`config.mk`:
```
export PLATFORM = sky130hd
export DESIGN_NAME = mem_stage_access
export DESIGN_NICKNAME = d
export VERILOG_FILES = /design/src/rtl/mem_stage_access.sv
export SDC_FILE = /design/constraint.sdc
export NUM_CORES = 1
export LEC_CHECK = 0
export CORE_MARGIN = 1.5
export CORE_UTILIZATION = 49
export DETAILED_ROUTE_END_ITERATION = 12
export PLACE_DENSITY_LB_ADDON = 0.3
export SLEW_MARGIN = 20
export SYNTH_ARGS = -nofsm -noshare
export SYNTH_HDL_FRONTEND = slang
export SYNTH_SLANG_ARGS = --single-unit
export TNS_END_PERCENT = 1
```
`constraint.sdc`:
```
create_clock -name clk_i -period 3.55 [get_ports clk_i]
set_input_delay 0.71 -clock clk_i [delete_from_list [all_inputs] [get_ports clk_i]]
set_output_delay 0.71 -clock clk_i [all_outputs]
set_load 0.01 [all_outputs]
```
`src/rtl/mem_stage_access.sv`:
```
// MEM stage of the 5-stage RISC-V core: runs loads/stores over a req/ack data-memory
// port, stalls the upstream pipeline while an access is in flight, and drives MEM/WB.
module mem_stage_access #(
   parameter int unsigned TIMEOUT_CYC = 255
) (
   input  logic        clk_i,
   input  logic        rst_i,
   input  logic [31:0] ALUout_i,
   input  logic [31:0] WD_i,
   input  logic [4:0]  RD_i,
   input  logic        RegWrite_i,
   input  logic        MemtoReg_i,
   input  logic        MemRead_i,
   input  logic        MemWrite_i,
   output logic        mem_req_o,
   output logic        mem_we_o,
   output logic [31:0] mem_addr_o,
   output logic [31:0] mem_wdata_o,
   input  logic        mem_ack_i,
   input  logic [31:0] mem_rdata_i,
   output logic        stall_o,
   output logic [31:0] ALUout_o,
   output logic [31:0] MemData_o,
   output logic [4:0]  RD_o,
   output logic        RegWrite_o,
   output logic        MemtoReg_o,
   output logic        misalign_o,
   output logic        timeout_o
);

   typedef enum logic [1:0] {
      IDLE = 2'd0,
      BUSY = 2'd1,
      DONE = 2'd2
   } state_t;

   // Last counter value of a BUSY stretch; reaching it without ack aborts the access.
   localparam logic [15:0] CNT_LAST = 16'(TIMEOUT_CYC - 1);

   state_t      state_q, state_d;
   logic [15:0] cnt_q, cnt_d;
   logic [31:0] data_q, data_d;

   logic        access, aligned;
   logic        stall, bubble, latch_en;
   logic        set_misalign, set_timeout;

   logic [31:0] wb_alu_d, wb_data_d;
   logic [4:0]  wb_rd_d;
   logic        wb_rw_d, wb_m2r_d;

   assign access  = MemRead_i | MemWrite_i;
   assign aligned = (ALUout_i[1:0] == 2'b00);

   // The request is a pure function of the registered state, so reset kills it at once.
   assign mem_req_o = (state_q == BUSY);
   assign stall_o   = stall & rst_i;

   always_ff @(posedge clk_i or negedge rst_i) begin
      if (!rst_i) begin
         state_q <= IDLE;
         cnt_q   <= '0;
         data_q  <= '0;
      end else begin
         // NOTE: state elements use non-blocking assignments so every register samples
         // the pre-edge values regardless of statement order.
         state_q <= state_d;
         cnt_q   <= cnt_d;
         data_q  <= data_d;
      end
   end

   always_comb begin
      // NOTE: every signal driven here gets a default first, so no path leaves one
      // unassigned and no latch is inferred.
      state_d      = state_q;
      cnt_d        = cnt_q;
      data_d       = data_q;
      stall        = 1'b0;
      bubble       = 1'b0;
      latch_en     = 1'b0;
      set_misalign = 1'b0;
      set_timeout  = 1'b0;
      wb_alu_d     = ALUout_i;
      wb_data_d    = '0;
      wb_rd_d      = RD_i;
      wb_rw_d      = RegWrite_i;
      wb_m2r_d     = MemtoReg_i;

      case (state_q)
         IDLE: begin
            if (access) begin
               if (!aligned) begin
                  set_misalign = 1'b1;
                  wb_rw_d      = 1'b0;
               end else begin
                  stall    = 1'b1;
                  bubble   = 1'b1;
                  latch_en = 1'b1;
                  cnt_d    = '0;
                  state_d  = BUSY;
               end
            end
         end

         BUSY: begin
            stall  = 1'b1;
            bubble = 1'b1;
            // Ack is checked first so a completion on the last allowed cycle is not lost.
            if (mem_ack_i) begin
               data_d  = mem_we_o ? 32'h0 : mem_rdata_i;
               state_d = DONE;
            end else if (cnt_q == CNT_LAST) begin
               data_d      = '0;
               set_timeout = 1'b1;
               state_d     = DONE;
            end else begin
               cnt_d = cnt_q + 16'd1;
            end
         end

         DONE: begin
            wb_data_d = data_q;
            state_d   = IDLE;
         end

         default: begin
            state_d = IDLE;
         end
      endcase

      if (bubble) begin
         wb_alu_d  = '0;
         wb_data_d = '0;
         wb_rd_d   = '0;
         wb_rw_d   = 1'b0;
         wb_m2r_d  = 1'b0;
      end
   end

   // Memory-interface registers: captured once on entry to BUSY and held until the next access.
   always_ff @(posedge clk_i or negedge rst_i) begin
      if (!rst_i) begin
         mem_addr_o  <= '0;
         mem_wdata_o <= '0;
         mem_we_o    <= 1'b0;
      end else if (latch_en) begin
         mem_addr_o  <= ALUout_i;
         mem_wdata_o <= WD_i;
         mem_we_o    <= MemWrite_i & ~MemRead_i;
      end
   end

   always_ff @(posedge clk_i or negedge rst_i) begin
      if (!rst_i) begin
         ALUout_o   <= '0;
         MemData_o  <= '0;
         RD_o       <= '0;
         RegWrite_o <= 1'b0;
         MemtoReg_o <= 1'b0;
      end else begin
         ALUout_o   <= wb_alu_d;
         MemData_o  <= wb_data_d;
         RD_o       <= wb_rd_d;
         RegWrite_o <= wb_rw_d;
         MemtoReg_o <= wb_m2r_d;
      end
   end

   // Error flags stay set until the next reset.
   always_ff @(posedge clk_i or negedge rst_i) begin
      if (!rst_i) begin
         misalign_o <= 1'b0;
         timeout_o  <= 1'b0;
      end else begin
         misalign_o <= misalign_o | set_misalign;
         timeout_o  <= timeout_o | set_timeout;
      end
   end

endmodule

```
==> metrics.yaml <==
status: "finished clean"
die_h_um: 123.7
worst_path_largest_cell_delay_ns: 0.58
wl_met2_um: 8833
wl_met3_um: 1454
slew_violations: 0
cts-htree-levels: 4
yosys.area_share.simple_pct: 14.48
ys_warn_count: 0
crit_fanout: 4
tightest_slew_ns: 0.9526
ys_seq_area_share_pct: 65.93
cts_tree: "yes"
rsz0062_at_grt: "no"
clock_path_buffers: 2
peakVddDrop_uv: 392.3
cts_hold_buf: 0
viasPerCell: 5.067
synth_compound_area_share_pct: 6.453
area_growth_pct: 44.75
cts_setup_buffers: 0
syn_nets: 666
synth_top_family_by_area: "simple AND/OR/NAND/NOR gates"
synth_mux_area_share_pct: 9.925
cts.sinks: 188
grt_max_degree: 189
ctsResizeCount: 0
fmax_ghz: 0.3262
gr-total-overflow: 0
drive_gt1_share_pct: 15.91
clock_latency_ns: 0.42
syn_inst: 556
synthXorXnorAreaFrac_pct: 0
num_vias: 5021
timing.final.crit_period_ns: 3.066
rr_startpoint: "state_q[0]$_DFFE_PN0P_"
met1Wirelength_um: 6766
syn_area_mm2: 0.007136
drc: 0
grt_pass1_vias: 5090
ys_ff_latch: 188
synthAdderAreaFrac_pct: 0.3507
slowest_stage: "clkdlybuf4s50_1"
drt_pass1_iterations: 4
cp-start-kind: "primary input"
skew_ns: 0.004884
worstPathRequired_ns: 2.84
dieArea_mm2: 0.01530
crit_path_cell_trace: "clkdlybuf4s50_1, nor2_1, nor3_1, nor2_1, nor2_2, and2_1, clkdlybuf4s50_1"
io_pins: 248
core-area_mm2: 0.01404
cts.clk_slew.worst_paths_ns: 0.07
finalSetupViolCount: 0
synth_cell_types: 36
rows: 43
grt_pass1_wl_um: 26660
cts_made_buffers: 17
critPathKind: "in -> out"
slew_headroom_pct: 36.50
final_hold_viol_count: 0
critPathLaunch: "MemWrite_i"
p_leak_nw: 4.508
ys.flop_type: "dfrtp_1"
drt-wirelength-per-cell_um: 17.62
post-place-cells: 959
root_buffer: "clkbuf_16"
fin_cells: 991
synth-async-reset-ratio_pct: 100.0
cp-end-kind: "primary output"
antenna_cells: 0
fin_crit_sh_pct: 86.36
holdCritPathClass: "reg -> reg"
track_usage_pct: 23.36
synth_edf_count: 0
max-cap-violations: 0
top_layer_used: "met4"
worst_slack_ns: 0.4841
finalSetupTns_ns: 0
drtAntennaViolNets: 0
routabilityCongestion: 0.8440
hold_start: "data_q[24]$_DFFE_PN0P_"
start_util_pct: 50.82
dp_slack_ns: 0.4731
drt-initial-drc-count: 294
worst-endpoint-arrival_ns: 2.36
antenna_found_initial: 0
drt-total-wl_um: 17460
powerDensity_mw_per_mm2: 572.1
synth_area_per_cell_um2: 12.83
portBuffers: 247
post-dp-hpwl_um: 12230
layout.nets: 908
die_w_um: 123.7
==> synth_stat cells (2+ instances only) <==
library cell  count  area, um^2
nand4_1           6       37.54
o21ai_0          14       70.07
a31oi_1           5       31.28
a21oi_1           3       15.01
ha_1              2       25.02
nand2b_1          3       18.77
nor2b_1          40       250.2
nand2_1          77       289.0
nor3_1            6       30.03
inv_1             6       22.52
nor2_1           13       48.80
clkbuf_1         15       56.30
mux2_2           62       698.2
o21ai_2          18       157.7
buf_2             7       35.03
buf_6             8       90.09
and2_1           36       225.2
dfrtp_1         188        4705
nand3b_1          2       15.01
o21ai_1          16       80.08
o31ai_1           2       15.01
nand3_1          10       50.05
a21o_1            4       30.03
==> report_power, final <==
part / internal, W / switching [W] / total, W
clock: 0.00100 / 0.000838 / 0.00184
sequential: 0.00249 / 0.000191 / 0.00268
combinational: 0.000806 / 0.000580 / 0.00139
total: 0.00430 / 0.00161 / 0.00591
==> layout by cell type, fill, tap and decap left out, types with 2 or more instances in the layout <==
cell type | Yosys | layout
a21o_1 | 4 | 4
a21oi_1 | 3 | 3
a31oi_1 | 5 | 5
and2_1 | 36 | 36
buf_12 | 0 | 2
buf_4 | 0 | 4
clkbuf_16 | 0 | 17
clkdlybuf4s50_1 | 0 | 246
clkinv_2 | 0 | 2
clkinv_4 | 0 | 3
clkinvlp_4 | 0 | 3
dfrtp_1 | 188 | 188
ha_1 | 2 | 2
inv_1 | 6 | 6
inv_6 | 0 | 4
mux2_2 | 62 | 62
nand2_1 | 77 | 77
nand2b_1 | 3 | 3
nand3_1 | 10 | 10
nand3b_1 | 2 | 2
nand4_1 | 6 | 6
nor2_1 | 13 | 12
nor2b_1 | 40 | 38
nor3_1 | 6 | 6
o21ai_0 | 14 | 13
o21ai_1 | 16 | 16
o21ai_2 | 18 | 17
o21ai_4 | 0 | 2
o31ai_1 | 2 | 2
==> critical path: cells and delay by family <==
family,cells,cell delay [ns]
AND/OR/NAND/NOR,5,0.54
buffers and inverters,2,1.11
==> stage by stage <==
step           area, um^2  total power (W)  hold slack [ns]  util [%]
2_1_floorplan        7136         0.003261           0.4144         -
3_3_place_gp         9749         0.004052           0.4468     69.43
3_5_place_dp         9749         0.004118           0.4490     69.43
4_1_cts             10320         0.005967           0.4715     73.52
5_1_grt             10330         0.006189           0.4758     73.55
6_report            10330         0.005909           0.4684     73.55
==> cell type report <==
type / instances / area [um^2]
clock buffer: 18 / 439.2
clock inverter: 14 / 135.1
fill: 912 / 3714
inverter: 6 / 22.52
multi-input combinational: 332 / 2258
sequential: 188 / 4705
tap: 180 / 225.2
timing repair buffer: 253 / 2544
==> worst paths after layout <==
check,endpoint,slack (ns),cells after the start
max,stall_o,0.48,7
min,data_q[24]$_DFFE_PN0P_,0.47,2
min reg2reg,data_q[24]$_DFFE_PN0P_,0.47,2
min in group asynchronous,mem_addr_o[17]$_DFFE_PN0N_,0.52,2
max in group asynchronous,cnt_q[1]$_DFFE_PN0P_,2.39,2
max reg2reg,cnt_q[11]$_DFFE_PN0P_,1.23,5
==> per-layer routing <==
metal	GRT usage [%]	up-vias
met5	0	-
met4	9.698	0
met3	7.555	27
met2	39.40	196
met1	27.60	2452
li1	-	2346
==> cells by family after synthesis <==
kind of cell	Yosys count
and+or+nand+nor	199
DFF	188
AOI/OAI and AO/OA	68
muxes	63
buffers and inverters	36
adders and majority gates	2
==> flip-flops by register name (all words and copies together), names as in the netlist, 2 cells and up <==
name,count
ALUout_o,32
MemData_o,32
data_q,32
mem_addr_o,32
mem_wdata_o,32
cnt_q,16
RD_o,5
state_q,2
Note: power is estimated with default switching activity, not from simulation.
